**config.mk**
```make
export PLATFORM = sky130hd
export DESIGN_NAME = fetch_unit
export DESIGN_NICKNAME = d
export VERILOG_FILES = /design/src/rtl/fetch_unit.sv
export SDC_FILE = /design/constraint.sdc
export NUM_CORES = 1
export LEC_CHECK = 0
export CAP_MARGIN = 30
export CORE_ASPECT_RATIO = 0.9
export CORE_UTILIZATION = 54
export DETAILED_ROUTE_END_ITERATION = 8
export PLACE_DENSITY = 0.95
export SYNTH_ARGS = -nofsm -noshare
export SYNTH_HDL_FRONTEND = slang
export SYNTH_SLANG_ARGS = --single-unit
```
**constraint.sdc**
```tcl
create_clock -name clk -period 5.6 [get_ports clk]
set_clock_uncertainty 0.1 [all_clocks]
set_input_delay 1.12 -clock clk [delete_from_list [all_inputs] [get_ports clk]]
set_output_delay 1.12 -clock clk [all_outputs]
set_load 0.005 [all_outputs]
```
**src/rtl/fetch_unit.sv**
```systemverilog
// fetch_unit: IF stage with a 2-entry {pc,instr} buffer, one outstanding
// imem request, branch redirect with DRAIN of a stale in-flight response.
// Ports: clk/reset (sync, active-low); stall_ip holds the ID head;
//   branch_taken_ip/branch_target_ip redirect; imem_req/addr/gnt/rvalid/
//   rdata fetch bus; ID_instr/pc/valid present the buffer head;
//   stall_cnt_op counts stalled valid cycles when FETCH_STALL_CNT_EN is
//   defined, otherwise it is constant 0.
module fetch_unit #(
  parameter logic [31:0] BOOT_ADDR = 32'h0000_0000
) (
  input  logic        clk,
  input  logic        reset,
  input  logic        stall_ip,
  input  logic        branch_taken_ip,
  input  logic [31:0] branch_target_ip,
  output logic        imem_req_op,
  output logic [31:0] imem_addr_op,
  input  logic        imem_gnt_ip,
  input  logic        imem_rvalid_ip,
  input  logic [31:0] imem_rdata_ip,
  output logic [31:0] ID_instr_op,
  output logic [31:0] ID_pc_op,
  output logic        ID_valid_op,
  output logic [31:0] stall_cnt_op
);

  typedef enum logic {FETCH, DRAIN} state_t;

  state_t      state;
  logic [31:0] fetch_pc;
  logic [31:0] out_pc;
  logic        outstanding;
  logic [31:0] pc0, pc1;
  logic [31:0] ins0, ins1;
  logic [1:0]  count;

  logic        rv_ok;
  logic        pop;
  logic        push;
  logic        gnt;
  logic [1:0]  occ_next;
  logic        unused_tgt;

  assign unused_tgt = ^branch_target_ip[1:0];

  assign rv_ok    = imem_rvalid_ip && outstanding;
  assign pop      = (count != 2'd0) && !stall_ip;
  assign push     = (state == FETCH) && rv_ok
                  && !branch_taken_ip;
  assign occ_next = count - {1'b0, pop}
                  + {1'b0, push};

  // A new request may overlap the cycle its predecessor's
  // data returns, but only if the buffer still has room
  // for the data that request will bring back.
  assign imem_req_op = reset && (state == FETCH)
                     && !branch_taken_ip
                     && (!outstanding || imem_rvalid_ip)
                     && (occ_next < 2'd2);

  assign gnt          = imem_req_op && imem_gnt_ip;
  assign imem_addr_op = fetch_pc;
  assign ID_valid_op  = count != 2'd0;
  assign ID_pc_op     = pc0;
  assign ID_instr_op  = ins0;

  always_ff @(posedge clk) begin
    if (!reset) begin
      state       <= FETCH;
      fetch_pc    <= BOOT_ADDR;
      out_pc      <= '0;
      outstanding <= 1'b0;
      count       <= 2'd0;
      pc0         <= '0;
      pc1         <= '0;
      ins0        <= '0;
      ins1        <= '0;
    end else begin
      if (gnt) begin
        outstanding <= 1'b1;
        out_pc      <= fetch_pc;
        fetch_pc    <= fetch_pc + 32'd4;
      end else if (rv_ok) begin
        outstanding <= 1'b0;
      end

      unique case (state)
        FETCH: begin
          if (branch_taken_ip && outstanding
              && !imem_rvalid_ip)
            state <= DRAIN;
        end
        DRAIN: begin
          if (rv_ok)
            state <= FETCH;
        end
        default: state <= FETCH;
      endcase

      if (branch_taken_ip) begin
        fetch_pc <= {branch_target_ip[31:2], 2'b00};
        count    <= 2'd0;
      end else begin
        if (pop) begin
          pc0  <= pc1;
          ins0 <= ins1;
        end
        // Slot 0 takes the push when the buffer is
        // empty after this cycle's pop.
        if (push) begin
          if (count == {1'b0, pop}) begin
            pc0  <= out_pc;
            ins0 <= imem_rdata_ip;
          end else begin
            pc1  <= out_pc;
            ins1 <= imem_rdata_ip;
          end
        end
        count <= occ_next;
      end
    end
  end

`ifdef FETCH_STALL_CNT_EN
  logic [31:0] stall_cnt;

  always_ff @(posedge clk) begin
    if (!reset)
      stall_cnt <= '0;
    else if (ID_valid_op && stall_ip
             && (stall_cnt != '1))
      stall_cnt <= stall_cnt + 32'd1;
  end

  assign stall_cnt_op = stall_cnt;
`else
  assign stall_cnt_op = '0;
`endif

endmodule

```
# Word level (Yosys, flattened, before mapping)
# Index checks and enable logic that the tools add are counted.
# op_classes
n_mux	13
n_eq_ne	1
add_sub_neg	3
n_lt_le_gt_ge	1
n_reduce_logical	21
bitwise_logic	4
# op_table
cell	count
2-to-1 mux 32 bit	8
adder 32 x 3 -> 32 bit (second input constant)	1
logical AND 1 bit	11
nonzero test 2 bit	3
logical NOT 1 bit	4
2-to-1 mux 1 bit	4
inverter 1 bit	4
AND reduction 3 bit	1
adder 2 x 1 -> 2 bit	1
equality test 2 x 1 -> 1 bit	1
< comparator 2 bit (second input constant)	1
one-hot mux 1 bit (2 select lines)	1
OR reduction 2 bit	1
subtractor 2 x 1 -> 2 bit	1
logical OR 1 bit	1
# word_totals
ff_bits	196
inputBits	70
wordCells	53
output_inout_bits	130

# Depth between registers and ports, before layout
# logic_depth
depth_word	9
mapped_depth	12
ltp_nobuf	8

# Worst setup path after synthesis
# OpenSTA, ideal clock, no wires.
# synth_path
path_kind	in2out
startpoint	input branch_taken_ip
endpoint	output imem_req_op
n_path_buf	1
slack_ps	1968
required_ps	4380
t_arrival_ps	2412
stages	7
cell_sequence	clkbuf_1 > nand4bb_1 > xnor2_1 > ha_1 > xor2_1 > nand3_1 > a21oi_1
# synth_between
elab_chain_len	5
elab_cells_between_ends	7
classes_between	1 x add/sub; 1 x order compare; 5 x reduce/logical
# synth_lines
item	line	rtl
from (decl)	14	input logic branch_taken_ip,
logical NOT 1 bit (*)	49, 57	
logical AND 1 bit	49	&& !branch_taken_ip;
adder 2 x 1 -> 2 bit	51	+ {1'b0, push};
< comparator 2 bit	59	&& (occ_next < 2'd2);
logical AND 1 bit (*)	59	
to (decl)	16	output logic imem_req_op,
# Mark *: on every way between the ends. The rest lies on a longest branch, timed or not.

# Worst setup path in the final report
# Ends and elaborated chain as after synthesis.

==> flow_metrics.tcl <==
set metrics [dict create \
    outcome "completed" \
    powerDensity_nw_per_um2 274 \
    grt_usage_pct 27.0 \
    die-area_um2 15800 \
    rsz0062_at_grt "no" \
    synthFlopType "dfxtp_1" \
    start_kind "input pin" \
    met1_usage_pct 33.9 \
    drt-initial-drc-count 858 \
    path_common_cell "clkdlybuf4s50_1" \
    setup-violations-final 0 \
    synthArstFlopShare_pct 0 \
    use_met2_pct 45.0 \
    tns_ps 0 \
    portBuffers 163 \
    min_delay_path_depth 2 \
    post_cts_buffers 0 \
    critPathMaxStageDelay_ps 550 \
    path_delay_family "buffers and inverters" \
    cp_max_fo 5 \
    grt_util_met3_pct 7.07 \
    cp_data_required_time_ps 4380 \
    fp.dieW_um 132 \
    vias_per_cell 5.82 \
    crit_type "input pin to output pin" \
    syn_area_per_cell_um2 8.29 \
    overflow 0 \
    cts-root-buf "clkbuf_16" \
    die_y_um 119 \
    antenna_found_initial 0 \
    period_minus_slack_ps 5020 \
    grt.busiest_layer "met2" \
    synth_edf_count 0 \
    insertion_delay_ps 430 \
    rr_startpoint "state" \
    final_common_cell "nand2_1" \
    cts_tree "done" \
    routedWlPerCell_um 16.2 \
    grt_start_max_net_pins 93 \
    min_period_over_period_pct 89.6 \
    vias 7632 \
    layout.nets 1173 \
    worstHoldStart "ins1[2]" \
    min_to "ins1[2]" \
    htreeDepth 4 \
    pin_count 200 \
    max_slew.worst_pin.slew_ps 1020 \
    clkTransAtPathRegs_ps 60 \
    syn2layout_area_growth_pct 24.5 \
    crit_buf_inv 2 \
    clock_path_buffers 2 \
    fp-row-count 42 \
    drt_pass1_iterations 5 \
    maxCapViolations 0 \
    post-route-drc-count 0 \
    drv_slew 0 \
    slowest_stage "clkdlybuf4s50_1" \
    cts_resized 0 \
    worst_r2r_endpoint "imem_addr_op[14]" \
    drive_gt1_share_pct 5.21 \
    dpl.hpwl_um 13200 \
    hold_viol_final 0 \
    globalplace.congestion 0.850 \
    min_path_type "register to register" \
    utilization_pct 69.3 \
    core_um2 14800 \
    final_antenna_net_count 0 \
    p_leak_nw 3.68 \
    endpoint_kind "output pin" \
    synth-seq-cells 190 \
    grt_pass1_vias 7030 \
    max_freq_mhz 199 \
    cts_buffers 17 \
    reg2reg_slack_ps 1990 \
    drt-total-wl_um 21300 \
    path_cells "clkdlybuf4s50_1 -> nand4bb_1 -> xnor2_1 -> ha_1 -> xor2_1 -> nand3_1 -> a21oi_1 -> clkdlybuf4s50_1" \
    netlist_area_um2 8250 \
    yosysSeqAreaShare_pct 46.1 \
    dp.cells 1280 \
    layout_common_cells "210 x nand2_1, 190 x dfxtp_1, 163 x clkdlybuf4s50_1, 131 x a21oi_1, 41 x nor2_1" \
    grt_pass1_wl_um 34500 \
    antenna_cells 0 \
    ys_warn_count 0 \
    vdd_drop_max_v 0.000257 \
    clock-sinks 190 \
    ff2ff_path_depth 9 \
    syn_inst 996 \
    ctsHoldBuffers 0 \
    fin_cells 1312 \
    fillers 1127 \
    initial_core_util_pct 55.7 \
    arrival_ps 3800 \
    synth_cell_type_count 66 \
    slew_headroom_pct 31.9 \
]
-- cell type report --
class                           instances  area [um^2]  share of cell area, %
Multi-Input combinational cell        711         3900                   38.0
Clock inverter                         10          113                   1.10
Inverter                                6         25.0                  0.244
Tap cell                              198          248                   2.41
Sequential cell                       190         3800                   37.0
Clock buffer                           22          464                   4.52
Timing Repair Buffer                  175         1720                   16.8
-- Yosys cell counts, types with 6 or more instances --
| master | count | area (um^2) |
|---|---|---|
| and3_1 | 9 | 56.3 |
| mux2i_1 | 35 | 350 |
| buf_2 | 8 | 40.0 |
| a31oi_1 | 13 | 81.3 |
| nand2_1 | 211 | 792 |
| or4_1 | 13 | 97.6 |
| a211oi_1 | 38 | 285 |
| o22ai_1 | 26 | 163 |
| clkbuf_1 | 61 | 229 |
| a21oi_1 | 131 | 656 |
| buf_4 | 35 | 263 |
| nor2_1 | 42 | 158 |
| nand4_1 | 17 | 106 |
| o311ai_0 | 10 | 87.6 |
| dfxtp_1 | 190 | 3800 |
| nand3_1 | 20 | 100 |
| o21ai_0 | 30 | 150 |
| buf_1 | 6 | 22.5 |
-- sequential cells by signal (all words and copies together) (netlist names) --
name / count
ID_instr_op: 32
ID_pc_op: 32
ins1: 32
imem_addr_op: 30
out_pc: 30
pc1: 30
count: 2
outstanding: 1
state: 1
-- per-layer routing --
| layer | vias to the layer above | routed length (um) |
|---|---|---|
| met3 | 44 | 1630 |
| met1 | 3565 | 8790 |
| met4 | 0 | 400 |
| met5 | - | 0 |
| li1 | 3668 | - |
| met2 | 355 | 10400 |
-- cells by family after synthesis --
kind of cell | count (synthesis) | share of synthesized area (%)
buffers and inverters | 128 | 8.61
other | 1 | 0.0454
multiplexers | 37 | 4.52
AO/OA/AOI/OAI | 287 | 21.2
XOR/XNOR | 3 | 0.318
flip-flops | 190 | 46.1
AND/OR/NAND/NOR | 348 | 18.9
adder cells (fa/ha/maj) | 2 | 0.303
-- worst reg2reg max path, cell delays in order (launching register included) --
cell and delay, ps:
dfxtp_1 340, nand4bb_1 390, xnor2_1 340, ha_1 260
xor2_1 220, a21oi_1 130, o211ai_4 760, buf_4 540
nor4_1 150, o31a_1 270
-- worst max-delay path by stage --
stage	slack (ps)	depth (start not counted)	to	startpoint
2_1_floorplan	1970	7	imem_req_op	branch_taken_ip
3_3_place_gp	880	8	imem_req_op	branch_taken_ip
6_report	580	8	imem_req_op	branch_taken_ip
4_1_cts	660	8	imem_req_op	branch_taken_ip
5_1_grt	530	8	imem_req_op	imem_rvalid_ip
3_5_place_dp	760	8	imem_req_op	branch_taken_ip
-- power by group --
part	leakage, nW	internal (W)	switching (W)
logic	1.86	0.000109	0.000102
clock network	0.280	0.000680	0.000510
registers	1.54	0.00138	0.0000346
-- per-stage QoR --
| stage | hold slack [ps] | total power, W | area, um^2 | worst slack [ps] |
|---|---|---|---|---|
| floorplan | 333 | 0.00155 | 8380 | 1970 |
| global placement | 340 | 0.00164 | 9700 | 884 |
| detailed placement | 346 | 0.00165 | 9700 | 760 |
| CTS | 356 | 0.00283 | 10300 | 655 |
| global route | 369 | 0.00290 | 10300 | 529 |
| finish | 355 | 0.00281 | 10300 | 585 |
No activity file was read; power rests on OpenSTA's default activity.
